### config.mk
export PLATFORM = sky130hd
export DESIGN_NAME = afe_tot_multi_flat
export DESIGN_NICKNAME = d
export VERILOG_FILES = /design/src/rtl/afe_tot_multi_if.sv /design/src/rtl/afe_tot_multi.sv /design/src/flat_wrapper.sv
export SDC_FILE = /design/constraint.sdc
export NUM_CORES = 1
export LEC_CHECK = 0
export CAP_MARGIN = 15
export CORE_ASPECT_RATIO = 0.75
export CORE_MARGIN = 5
export CORE_UTILIZATION = 45
export CTS_CLUSTER_DIAMETER = 50
export CTS_CLUSTER_SIZE = 12
export DETAILED_ROUTE_END_ITERATION = 12
export HOLD_SLACK_MARGIN = 0.1
export PLACE_DENSITY = 0.6
export SYNTH_ARGS = -nofsm -noshare
export SYNTH_HDL_FRONTEND = slang
export SYNTH_SLANG_ARGS = --single-unit
### constraint.sdc
create_clock -name CLK -period 3.9 [get_ports CLK]
set_clock_uncertainty 0.1 [all_clocks]
set_input_delay 0.39 -clock CLK [delete_from_list [all_inputs] [get_ports CLK]]
set_output_delay 0.39 -clock CLK [all_outputs]
set_load 0.02 [all_outputs]
### src/rtl/afe_tot_multi_if.sv
// SPI readout bus of the AFE time-over-threshold digitiser.
// The CPLD is the SPI slave; the readout controller is the master.
interface afe_tot_multi_if;
    logic CS_B;
    logic SCLK;
    logic MOSI;
    logic MISO;

    modport master (output CS_B, output SCLK, output MOSI, input MISO);
    modport slave  (input CS_B, input SCLK, input MOSI, output MISO);
endinterface

### src/rtl/afe_tot_multi.sv
// N-channel time-over-threshold digitiser with SPI-slave readout.
// An injection edge arms every enabled channel; each channel then counts
// CLK cycles while its synchronised discriminator output is high.  Results
// are held until a complete SPI frame reads them out and clears them.
module afe_tot_multi #(
    parameter int unsigned       N_CH    = 4,
    parameter int unsigned       CNT_W   = 8,
    parameter int unsigned       TIMEOUT = 64,
    parameter logic [N_CH-1:0]   MASK0   = '1
) (
    input  logic            CLK,
    input  logic            RESET,
    input  logic            INJ_IN,
    input  logic [N_CH-1:0] COMP,
    output logic [N_CH-1:0] HIT,
    output logic            RDY,
    afe_tot_multi_if.slave  spi
);

    localparam int unsigned FRAME = N_CH + N_CH * CNT_W;
    localparam int unsigned TMO_W = $clog2(TIMEOUT + 1);
    localparam int unsigned BC_W  = $clog2(FRAME + 1) + 1;

    typedef enum logic [1:0] {
        ST_IDLE,
        ST_ARMED,
        ST_COUNT,
        ST_DONE
    } chan_state_t;

    // Synchroniser chains: [0] first flop, [1] synchronised value, [2] previous value.
    logic [2:0]      inj_sr;
    logic [2:0]      cs_sr;
    logic [2:0]      sclk_sr;
    logic [1:0]      mosi_sr;
    logic [N_CH-1:0] comp_s1;
    logic [N_CH-1:0] comp_s2;
    logic [N_CH-1:0] comp_s3;

    logic            inj_rise;
    logic            cs_fall;
    logic            cs_rise;
    logic            sclk_rise;
    logic            sclk_fall;
    logic [N_CH-1:0] comp_rise;
    logic [N_CH-1:0] comp_fall;

    // Shared channel / readout signals.
    logic [N_CH-1:0]  mask_q;
    logic [N_CH-1:0]  done_vec;
    logic [N_CH-1:0]  clr_vec;
    logic [FRAME-1:0] snapshot;

    // SPI frame state.
    logic             frame_active;
    logic [BC_W-1:0]  bitcnt_q;
    logic [N_CH-1:0]  rx_q;
    logic [N_CH-1:0]  snap_done_q;
    logic [FRAME-1:0] shreg_q;
    logic             miso_q;

    // Two-flop synchronisers plus one delayed copy for edge detection.
    always_ff @(posedge CLK) begin
        if (RESET) begin
            inj_sr  <= '0;
            comp_s1 <= '0;
            comp_s2 <= '0;
            comp_s3 <= '0;
            // The select chain resets low so that a CS_B held low through reset
            // never looks like a falling edge; a frame needs a fresh high-to-low.
            cs_sr   <= '0;
            sclk_sr <= '0;
            mosi_sr <= '0;
        end else begin
            // NOTE: sequential state uses <= so every flop samples pre-edge values,
            // independent of statement order inside the block.
            inj_sr  <= {inj_sr[1:0], INJ_IN};
            comp_s1 <= COMP;
            comp_s2 <= comp_s1;
            comp_s3 <= comp_s2;
            cs_sr   <= {cs_sr[1:0], spi.CS_B};
            sclk_sr <= {sclk_sr[1:0], spi.SCLK};
            mosi_sr <= {mosi_sr[0], spi.MOSI};
        end
    end

    assign inj_rise  = inj_sr[1] & ~inj_sr[2];
    assign cs_fall   = ~cs_sr[1] & cs_sr[2];
    assign cs_rise   = cs_sr[1] & ~cs_sr[2];
    assign sclk_rise = sclk_sr[1] & ~sclk_sr[2];
    assign sclk_fall = ~sclk_sr[1] & sclk_sr[2];
    assign comp_rise = comp_s2 & ~comp_s3;
    assign comp_fall = ~comp_s2 & comp_s3;

    // A completed frame releases exactly the channels that were DONE when it started.
    assign clr_vec = (frame_active && cs_rise && (bitcnt_q >= BC_W'(FRAME))) ? snap_done_q : '0;

    for (genvar g = 0; g < N_CH; g++) begin : g_ch
        chan_state_t      state_q;
        chan_state_t      state_d;
        chan_state_t      cur_state;
        logic [CNT_W-1:0] cnt_q;
        logic [CNT_W-1:0] cnt_d;
        logic [TMO_W-1:0] tmo_q;
        logic [TMO_W-1:0] tmo_d;

        // Read-clear is applied before the FSM so an injection in the same cycle re-arms.
        assign cur_state = clr_vec[g] ? ST_IDLE : state_q;

        // Channel state, TOT count and timeout registers.
        always_ff @(posedge CLK) begin
            if (RESET) begin
                state_q <= ST_IDLE;
                cnt_q   <= '0;
                tmo_q   <= '0;
            end else begin
                state_q <= state_d;
                cnt_q   <= cnt_d;
                tmo_q   <= tmo_d;
            end
        end

        // Next state: mask disable wins, otherwise the TOT FSM from the post-clear state.
        always_comb begin
            // NOTE: every output gets a default first, so no path leaves one
            // unassigned and no latch is inferred.
            state_d = cur_state;
            cnt_d   = clr_vec[g] ? '0 : cnt_q;
            tmo_d   = tmo_q;
            if (!mask_q[g]) begin
                state_d = ST_IDLE;
                cnt_d   = '0;
                tmo_d   = '0;
            end else begin
                case (cur_state)
                    ST_IDLE: begin
                        if (inj_rise) begin
                            state_d = ST_ARMED;
                            cnt_d   = '0;
                            tmo_d   = TMO_W'(TIMEOUT);
                        end
                    end
                    ST_ARMED: begin
                        if (comp_rise[g]) begin
                            state_d = ST_COUNT;
                            cnt_d   = CNT_W'(1);
                        end else if (tmo_q <= TMO_W'(1)) begin
                            state_d = ST_DONE;
                            cnt_d   = '0;
                            tmo_d   = '0;
                        end else begin
                            tmo_d = tmo_q - 1'b1;
                        end
                    end
                    ST_COUNT: begin
                        if (comp_fall[g]) begin
                            state_d = ST_DONE;
                        end else if (comp_s2[g] && (cnt_q != '1)) begin
                            cnt_d = cnt_q + 1'b1;
                        end
                    end
                    ST_DONE: begin
                        state_d = ST_DONE;
                    end
                    default: begin
                        state_d = ST_IDLE;
                        cnt_d   = '0;
                    end
                endcase
            end
        end

        assign done_vec[g] = (state_q == ST_DONE);
        assign snapshot[FRAME-1-N_CH-g*CNT_W -: CNT_W] = cnt_q;
    end

    assign snapshot[FRAME-1 -: N_CH] = done_vec;

    assign HIT = comp_s2 & mask_q;
    assign RDY = (mask_q != '0) && (&(done_vec | ~mask_q));

    // Frame control: snapshot on select, shift on synced SCLK edges, commit on deselect.
    always_ff @(posedge CLK) begin
        if (RESET) begin
            frame_active <= 1'b0;
            bitcnt_q     <= '0;
            rx_q         <= '0;
            snap_done_q  <= '0;
            shreg_q      <= '0;
            miso_q       <= 1'b0;
            mask_q       <= MASK0;
        end else if (!frame_active) begin
            miso_q <= 1'b0;
            if (cs_fall) begin
                frame_active <= 1'b1;
                bitcnt_q     <= '0;
                rx_q         <= '0;
                snap_done_q  <= done_vec;
                miso_q       <= snapshot[FRAME-1];
                shreg_q      <= {snapshot[FRAME-2:0], 1'b0};
            end
        end else if (cs_rise) begin
            frame_active <= 1'b0;
            miso_q       <= 1'b0;
            if (bitcnt_q >= BC_W'(N_CH)) begin
                mask_q <= rx_q;
            end
        end else begin
            if (sclk_rise) begin
                rx_q <= (rx_q << 1) | N_CH'(mosi_sr[1]);
                if (bitcnt_q != '1) begin
                    bitcnt_q <= bitcnt_q + 1'b1;
                end
            end
            if (sclk_fall) begin
                miso_q  <= shreg_q[FRAME-1];
                shreg_q <= {shreg_q[FRAME-2:0], 1'b0};
            end
        end
    end

    assign spi.MISO = miso_q;

endmodule
### src/flat_wrapper.sv
// flat-port wrapper written by rule: the top's interface ports become plain ports
module afe_tot_multi_flat 
#(
    parameter int unsigned       N_CH    = 4,
    parameter int unsigned       CNT_W   = 8,
    parameter int unsigned       TIMEOUT = 64,
    parameter logic [N_CH-1:0]   MASK0   = '1
)
  (CLK, RESET, INJ_IN, COMP, HIT, RDY, spi_CS_B, spi_SCLK, spi_MOSI, spi_MISO);
  afe_tot_multi_if spi_i ();
  input  logic CLK;
  input  logic RESET;
  input  logic INJ_IN;
  input  logic [N_CH-1:0] COMP;
  output logic [N_CH-1:0] HIT;
  output logic RDY;
  input wire logic [$bits(spi_i.CS_B)-1:0] spi_CS_B;
  input wire logic [$bits(spi_i.SCLK)-1:0] spi_SCLK;
  input wire logic [$bits(spi_i.MOSI)-1:0] spi_MOSI;
  output wire logic [$bits(spi_i.MISO)-1:0] spi_MISO;
  assign spi_i.CS_B = spi_CS_B;
  assign spi_i.SCLK = spi_SCLK;
  assign spi_i.MOSI = spi_MOSI;
  assign spi_MISO = spi_i.MISO;
  afe_tot_multi #(.N_CH(N_CH), .CNT_W(CNT_W), .TIMEOUT(TIMEOUT), .MASK0(MASK0)) u_core (.CLK(CLK), .RESET(RESET), .INJ_IN(INJ_IN), .COMP(COMP), .HIT(HIT), .RDY(RDY), .spi(spi_i));
endmodule
==> metrics.md, run 1 <==
| Metric | Value |
|---|---|
| Post-CTS setup buffer count | `0` |
| Tot Pwr | `4.25 mW` |
| CTS tree | `done` |
| Final setup vio count | `0` |
| Async set-reset flop share out of synthesis | `0%` |
| Avg Cell Area, Syn | `8.56 sq um` |
| Critical Path Max Stage Delay | `0.77 ns` |
| Slew @ Worst Pin | `0.950 ns` |
| Design area | `8270 sq um` |
| Detailed Route Iter0 Violations | `442` |
| Initial antenna violation count | `0` |
| Share of cells above drive strength 1 | `7.03%` |
| Vias per Instance | `5.88` |
| Critical path startpoint category | `register` |
| Setup Total Neg Slack | `0 ns` |
| End point of the critical path | `RDY` |
| Post-synth top area share | `40.2%` |
| Die area | `18,900 sq um` |
| Fin util | `51.7%` |
| DIE WIDTH | `157 um` |
| Total Routing Usage GR | `18.6%` |
| Maximum clock rate | `343 MHz` |
| Max clock buf depth | `2` |
| Most frequent cell after synthesis | `dfxtp_1` |
| Worst setup margin | `0.985 ns` |
| GRT overflow | `0` |
| Final min period | `2.92 ns` |
| Core area | `16,000 sq um` |
| Area leader, netlist | `dfxtp_1` |
| Synth Flop Type | `dfxtp_1` |
| First-pass DRT Iterations | `5` |
| Top-level I/O count | `16` |
| FF-to-FF path depth | `5` |
| Final WL | `17.2 mm` |
| Post-synthesis sequential area ratio | `40.2%` |
| Net Count, Synth | `879` |
| Synth-to-Final Area Change | `13.0%` |
| Maxcap violations | `0` |
| Initial Utilization | `45.7%` |
| RSZ-0062 raised after global routing | `false` |
| # rows | `40` |
| Area after DPL | `7620 sq um` |
| Place WS | `1.12 ns` |
| CTS Buf Count | `17` |
| CTS Root Cell | `clkbuf_16` |
| Cts hold-fix bufs | `0` |
| Post-synthesis cell type count | `75` |
| Worst reg2reg path endpoint | `u_core.g_ch[1].tmo_q[3]$_SDFFE_PP0P_` |
| Dpl hpwl | `12.0 mm` |
| Cells after Synth | `855` |
| First-pass GRT wire length | `29.0 mm` |
| Slowest-stage cell, CP | `dfxtp_1` |
| Post-synth EDFFs | `0` |
| Slew Viols, Final | `0` |
| Commonest cells post-synth | `147 x dfxtp_1, 88 x nor2_1, 49 x nand2_1` |
| Fin. Hold Viols | `0` |
| PD cells | `514 nW/um^2` |
| Final period utilization | `74.8%` |
| Antenna cells | `0` |
| Gpl congestion | `0.883` |
| CP required | `3.41 ns` |
| #FFs+latches synth | `147` |
| Vias | `6,342` |
| WS Path Type | `reg -> out` |
| Largest net degree at the start of global routing | `42` |
| Critical Path, Cell by Cell | `nand2_1 -> a222oi_1 -> and2_1 -> clkdlybuf4s50_1` |
| Leakage | `2.74 nW` |
| Vias in the first global route | `5,789` |
| Syn Std Cell Area | `7320 sq um` |
| Synth warn | `0` |
| Clk slew on worst S/H paths | `0.06 ns` |
| H-tree levels | `4` |
| Post-cts sizing count | `0` |
| Worst-path fanout max | `23` |
| DR WL/cell | `16.0 um` |
| Rel. slew slack | `35.9%` |
| Hold Crit Class | `in -> reg` |
| Crit path from | `u_core.g_ch[0].state_q[1]$_SDFF_PP0_` |
| Skew-Pair Late Insertion Delay | `0.42 ns` |
| DRC Markers | `0` |
| ANT nets after route | `0` |
| Dominant cells by area after synthesis | `dfxtp_1 40%, mux2i_1 5.3%, nor2_1 4.5%, a211oi_1 4.1%, nor2b_1 3.4%` |
| # clock sinks | `147` |
| NumNets Final | `879` |
| Die Y-Extent | `120 um` |
| FF-to-FF setup slack | `1.10 ns` |
| Crit end category | `output port` |
| PortBufs | `15` |
| Worst EP arrival | `2.43 ns` |
| Max VDD drop | `0.254 mV` |
| Status | `complete, no violations` |
| Reg2reg start | `u_core.bitcnt_q[6]$_SDFFE_PP0P_` |
where the power goes:
part	leakage (nW)	switching (mW)	internal [mW]
Combinational	1.23	0.416	0.280
Sequential	1.19	0.131	1.60
Clock	0.315	0.681	1.14
Total	2.74	1.23	3.02
per-layer routing:
| metal | wire length, um | up-vias | GRT usage, % |
|---|---|---|---|
| met2 | 7610 | 125 | 28.5 |
| met4 | 193 | 0 | 5.00 |
| met3 | 690 | 21 | 4.54 |
| li1 | - | 3182 | - |
| met5 | 0 | - | 0 |
| met1 | 8720 | 3014 | 26.1 |
registers in the layout, summed over array words and instances (netlist names):
| signal | cells |
|---|---|
| u_core.shreg_q | 35 |
| u_core.g_ch.cnt_q | 32 |
| u_core.g_ch.tmo_q | 28 |
| u_core.g_ch.state_q | 8 |
| u_core.bitcnt_q | 7 |
| u_core.comp_s1 | 4 |
| u_core.comp_s2 | 4 |
| u_core.comp_s3 | 4 |
| u_core.mask_q | 4 |
| u_core.rx_q | 4 |
| u_core.snap_done_q | 4 |
| u_core.cs_sr | 3 |
| u_core.inj_sr | 3 |
| u_core.sclk_sr | 3 |
| u_core.mosi_sr | 2 |
| u_core.frame_active | 1 |
| u_core.spi.MISO | 1 |
cell families (layout without fill, tap and decap cells):
logic type,after synthesis,in the layout,share of synthesized area [%]
xor+xnor,10,10,1.20
fa+ha+maj,14,14,2.39
buf+inv,72,85,3.96
mux,40,40,5.49
flops,147,147,40.2
compound gates,234,234,22.3
simple gates,338,338,24.5
critical path: cells and delay by family, from the launching register on:
| family | cells | cell delay, ns |
|---|---|---|
| flops | 1 | 0.77 |
| buf+inv | 1 | 0.60 |
| simple gates | 2 | 0.40 |
| compound gates | 1 | 0.23 |
layout by cell type, fill, tap and decap left out, types with 6 or more instances in the layout:
master and n:
nor2_1 88, nor4_1 7, clkbuf_16 17, nand3_1 31
inv_1 28, dfxtp_1 146, a31oi_1 12, nor2b_1 40
nor3b_1 6, nand3b_1 8, nand4_1 9, o211ai_1 13
nand2_1 49, nand2b_1 17, or4_1 7, or3_1 12
o21ai_0 35, a21oi_1 47, a211oi_1 40, and3_1 8
clkdlybuf4s50_1 14, buf_4 10, ha_1 14, nor3_1 25
xnor2_1 8, mux2i_1 39, o31ai_1 13, and2_1 6
final cells by class:
class                      count  area [sq um]
clock buffer                  17           425
clock inverter                15           228
fill                        1489          7740
inverter                      28           105
multi-input combinational    636          4090
sequential                   147          2940
tap                          210           263
timing repair buffer          25           220
stage by stage:
stage          cells  hold slack (ns)
2_1_floorplan    855            0.314
5_1_grt         1078            0.176
4_1_cts         1078            0.166
6_report        1078            0.164
3_5_place_dp    1046            0.330
3_3_place_gp    1046            0.321
how the worst min path moves through the flow:
stage,slack (ns),start,endpoint,cells past startpoint
2_1_floorplan,0.31,u_core.comp_s1[0]$_SDFF_PP0_,u_core.comp_s2[0]$_SDFF_PP0_,1
3_3_place_gp,0.32,u_core.sclk_sr[0]$_SDFF_PP0_,u_core.sclk_sr[1]$_SDFF_PP0_,1
3_5_place_dp,0.33,u_core.inj_sr[0]$_SDFF_PP0_,u_core.inj_sr[1]$_SDFF_PP0_,1
4_1_cts,0.17,RESET,u_core.comp_s1[1]$_SDFF_PP0_,2
5_1_grt,0.18,RESET,u_core.comp_s1[2]$_SDFF_PP0_,2
6_report,0.16,RESET,u_core.comp_s1[1]$_SDFF_PP0_,2
(Power assumes the default switching activity.)
==> run 2: changes to the inputs <==
--- a/config.mk
+++ b/config.mk
@@ -13,7 +13,7 @@
 export CTS_CLUSTER_SIZE = 12
 export DETAILED_ROUTE_END_ITERATION = 12
 export HOLD_SLACK_MARGIN = 0.1
-export PLACE_DENSITY = 0.6
+export PLACE_DENSITY = 0.62
 export SYNTH_ARGS = -nofsm -noshare
 export SYNTH_HDL_FRONTEND = slang
 export SYNTH_SLANG_ARGS = --single-unit
==> constraint.sdc (replaced) <==
create_clock -name CLK -period 2.4 [get_ports CLK]
set_clock_uncertainty 0.1 [all_clocks]
set_input_delay 0.24 -clock CLK [delete_from_list [all_inputs] [get_ports CLK]]
set_output_delay 0.24 -clock CLK [all_outputs]
set_load 0.02 [all_outputs]
==> metrics.md, run 2 (synthesized netlist as in run 1, its figures left out) <==
| Metric | Value |
|---|---|
| Status | `complete, no violations (unchanged)` |
| First-pass GRT wire length | `29.2 mm (was 29.0 mm)` |
| # clock sinks | `147 (unchanged)` |
| PortBufs | `15 (unchanged)` |
| Crit end category | `register (was output port)` |
| Final WL | `17.4 mm (was 17.2 mm)` |
| Initial Utilization | `45.7% (unchanged)` |
| Setup Total Neg Slack | `0 ns (unchanged)` |
| DR WL/cell | `15.7 um (was 16.0 um)` |
| WS Path Type | `reg -> reg (was reg -> out)` |
| Final period utilization | `94.2%` |
| Switching Share | `30.2% (was 28.9%)` |
| Synth-to-Final Area Change | `15.6% (was 13.0%)` |
| Total Routing Usage GR | `18.7% (was 18.6%)` |
| Skew-Pair Late Insertion Delay | `0.42 ns (about the same)` |
| Tot Pwr | `6.62 mW (was 4.25 mW)` |
| Max clock buf depth | `2 (unchanged)` |
| CTS Root Cell | `clkbuf_16 (unchanged)` |
| Share of cells above drive strength 1 | `10.7% (was 7.03%)` |
| Fin. Hold Viols | `0 (unchanged)` |
| Critical Path Max Stage Delay | `0.58 ns (was 0.77 ns)` |
| DP Cell Count | `1,076 (was 1,046)` |
| Vias in the first global route | `5,903 (was 5,789)` |
| Slew Viols, Final | `0 (unchanged)` |
| CTS tree | `done (unchanged)` |
| Clock share of power | `38.9% (was 42.9%)` |
| Switching power total | `2.00 mW (was 1.23 mW)` |
| FF-to-FF path depth | `5 (unchanged)` |
| Leakage | `2.86 nW (was 2.74 nW)` |
| ANT nets after route | `0 (unchanged)` |
| Area after DPL | `7870 sq um (was 7620 sq um)` |
| Busiest grt layer | `met2 (unchanged)` |
| Slew @ Worst Pin | `0.832 ns (was 0.950 ns)` |
| Die Y-Extent | `120 um (unchanged)` |
| GRT met3 Usage | `4.26% (was 4.54%)` |
| Rel. slew slack | `44.1% (was 35.9%)` |
| Die area | `18,900 sq um (unchanged)` |
| Dpl hpwl | `12.3 mm (was 12.0 mm)` |
| Internal | `4.62 mW (was 3.02 mW)` |
| CP required | `2.65 ns (was 3.41 ns)` |
| Commonest non-fill, non-tap cell in the layout | `dfxtp_1 (unchanged)` |
| Vias | `6,499 (was 6,342)` |
| Vias per Instance | `5.87 (was 5.88)` |
| Biggest register | `u_core.shreg_q (unchanged)` |
| Post-route insts no fill | `1,108 (was 1,078)` |
| Detailed Route Iter0 Violations | `363 (was 442)` |
| Maxcap violations | `0 (unchanged)` |
| RSZ-0062 raised after global routing | `false (unchanged)` |
| Antenna cells | `0 (unchanged)` |
| DRC Markers | `0 (unchanged)` |
| Most frequent cells in the layout | `142 x dfxtp_1, 88 x nor2_1, 49 x nand2_1, 47 x a21oi_1 (was 146 x dfxtp_1, 88 x nor2_1, 49 x nand2_1, 47 x a21oi_1)` |
| Max FFs per register | `35 (unchanged)` |
| Number of fillers in the final layout | `1,460 (was 1,489)` |
| Seq pwr share | `42.1% (was 40.7%)` |
| Initial antenna violation count | `0 (unchanged)` |
| Comb power frac | `19.0% (was 16.4%)` |
| GR Util met2 | `28.3% (was 28.5%)` |
| Maximum clock rate | `442 MHz` |
| Max VDD drop | `0.398 mV (was 0.254 mV)` |
| Gpl congestion | `0.897 (was 0.883)` |
| DIE WIDTH | `157 um (unchanged)` |
| H-tree levels | `4 (unchanged)` |
| Largest net degree at the start of global routing | `70 (was 42)` |
| Worst EP arrival | `2.51 ns (was 2.43 ns)` |
| Critical path startpoint category | `register (unchanged)` |
| Slowest-stage cell, CP | `or4_1 (was dfxtp_1)` |
| Core area | `16,000 sq um (unchanged)` |
| Design area | `8470 sq um (was 8270 sq um)` |
| Final setup vio count | `0 (unchanged)` |
| Top-level I/O count | `16 (unchanged)` |
| CTS Buf Count | `17 (unchanged)` |
| First-pass DRT Iterations | `5 (unchanged)` |
| Hold Path Depth | `2 (unchanged)` |
| GRT overflow | `0 (unchanged)` |
| Worst setup margin | `0.139 ns (was 0.985 ns)` |
| NumNets Final | `909 (was 879)` |
| Final min period | `2.26 ns` |
| Cts hold-fix bufs | `0 (unchanged)` |
| Met1 GRT Util | `26.9% (was 26.1%)` |
| Clk slew on worst S/H paths | `0.06 ns (about the same)` |
| Place WS | `0.0709 ns (was 1.12 ns)` |
| Hold Crit Class | `in -> reg (unchanged)` |
| Critical Path, Cell by Cell | `or4_1 -> a311o_1 -> a2bb2oi_2 -> or4b_1 -> a21oi_1 (was nand2_1 -> a222oi_1 -> and2_1 -> clkdlybuf4s50_1)` |
| Largest registers | `u_core.shreg_q x35, u_core.g_ch.cnt_q x32, u_core.g_ch.tmo_q x28 (unchanged)` |
| PD cells | `783 nW/um^2 (was 514 nW/um^2)` |
| Post-CTS setup buffer count | `0 (unchanged)` |
| # rows | `40 (unchanged)` |
| Worst-path fanout max | `7 (was 23)` |
run 2: critical path, delay by kind of cell (launching register included):
kind               cells  cell delay (ns)
and+or+nand+nor        2             1.11
DFF                    1             0.31
AOI/OAI and AO/OA      3             0.68
run 2: final cells by class:
| cell class | count | area, sq um | area share (%) |
|---|---|---|---|
| inverters | 28 | 105 | 1.24 |
| clock inverters | 13 | 125 | 1.48 |
| clock buffers | 19 | 453 | 5.35 |
| well taps | 210 | 263 | 3.10 |
| flip-flops and latches | 147 | 2950 | 34.8 |
| repair buffers | 55 | 469 | 5.54 |
| multi-input cells | 636 | 4100 | 48.4 |
run 2: path summary, 6_finish.rpt:
path / from / to / slack [ns]
worst min register to register: u_core.comp_s1[3]$_SDFF_PP0_ / u_core.comp_s2[3]$_SDFF_PP0_ / 0.34
worst min-delay path: RESET / u_core.comp_s3[1]$_SDFF_PP0_ / 0.14
worst max register to register: u_core.bitcnt_q[6]$_SDFFE_PP0P_ / u_core.g_ch[0].tmo_q[5]$_SDFFE_PP0P_ / 0.14
worst max-delay path: u_core.bitcnt_q[6]$_SDFFE_PP0P_ / u_core.g_ch[0].tmo_q[5]$_SDFFE_PP0P_ / 0.14
run 2: stage by stage:
stage          hold slack, ns  util (%)
2_1_floorplan           0.268         -
3_3_place_gp            0.322      49.1
3_5_place_dp            0.322      49.1
4_1_cts                 0.119      52.8
5_1_grt                 0.139      52.9
6_report                0.136      52.9
run 2: per-layer routing:
layer | vias up | wire length (um)
met2 | 179 | 7580
met3 | 27 | 920
li1 | 3253 | -
met4 | 0 | 183
met5 | - | 0
met1 | 3040 | 8720
run 2: repair_timing:
item / in CTS / in global routing
resized for setup: 5 / 2
setup endpoints to repair: 1 / 8
gates cloned: 0 / 0
run 2: power groups by stage:
stage / sequential [mW] / combinational [mW] / clock (mW)
after CTS: 2.78 / 1.25 / 2.64
after global routing: 2.82 / 1.41 / 2.76
after floorplan: 2.76 / 0.927 / 0
final: 2.79 / 1.26 / 2.58
after global placement: 2.82 / 1.20 / 0
after detailed placement: 2.83 / 1.24 / 0
==> run 3: changes to the inputs <==
--- a/config.mk
+++ b/config.mk
@@ -10,7 +10,7 @@
 export CORE_MARGIN = 5
 export CORE_UTILIZATION = 45
 export CTS_CLUSTER_DIAMETER = 50
-export CTS_CLUSTER_SIZE = 12
+export CTS_CLUSTER_SIZE = 14
 export DETAILED_ROUTE_END_ITERATION = 12
 export HOLD_SLACK_MARGIN = 0.1
 export PLACE_DENSITY = 0.62
==> results of run 3 <==
Same layout as run 2: the final DEF is identical, and so are final timing and power.
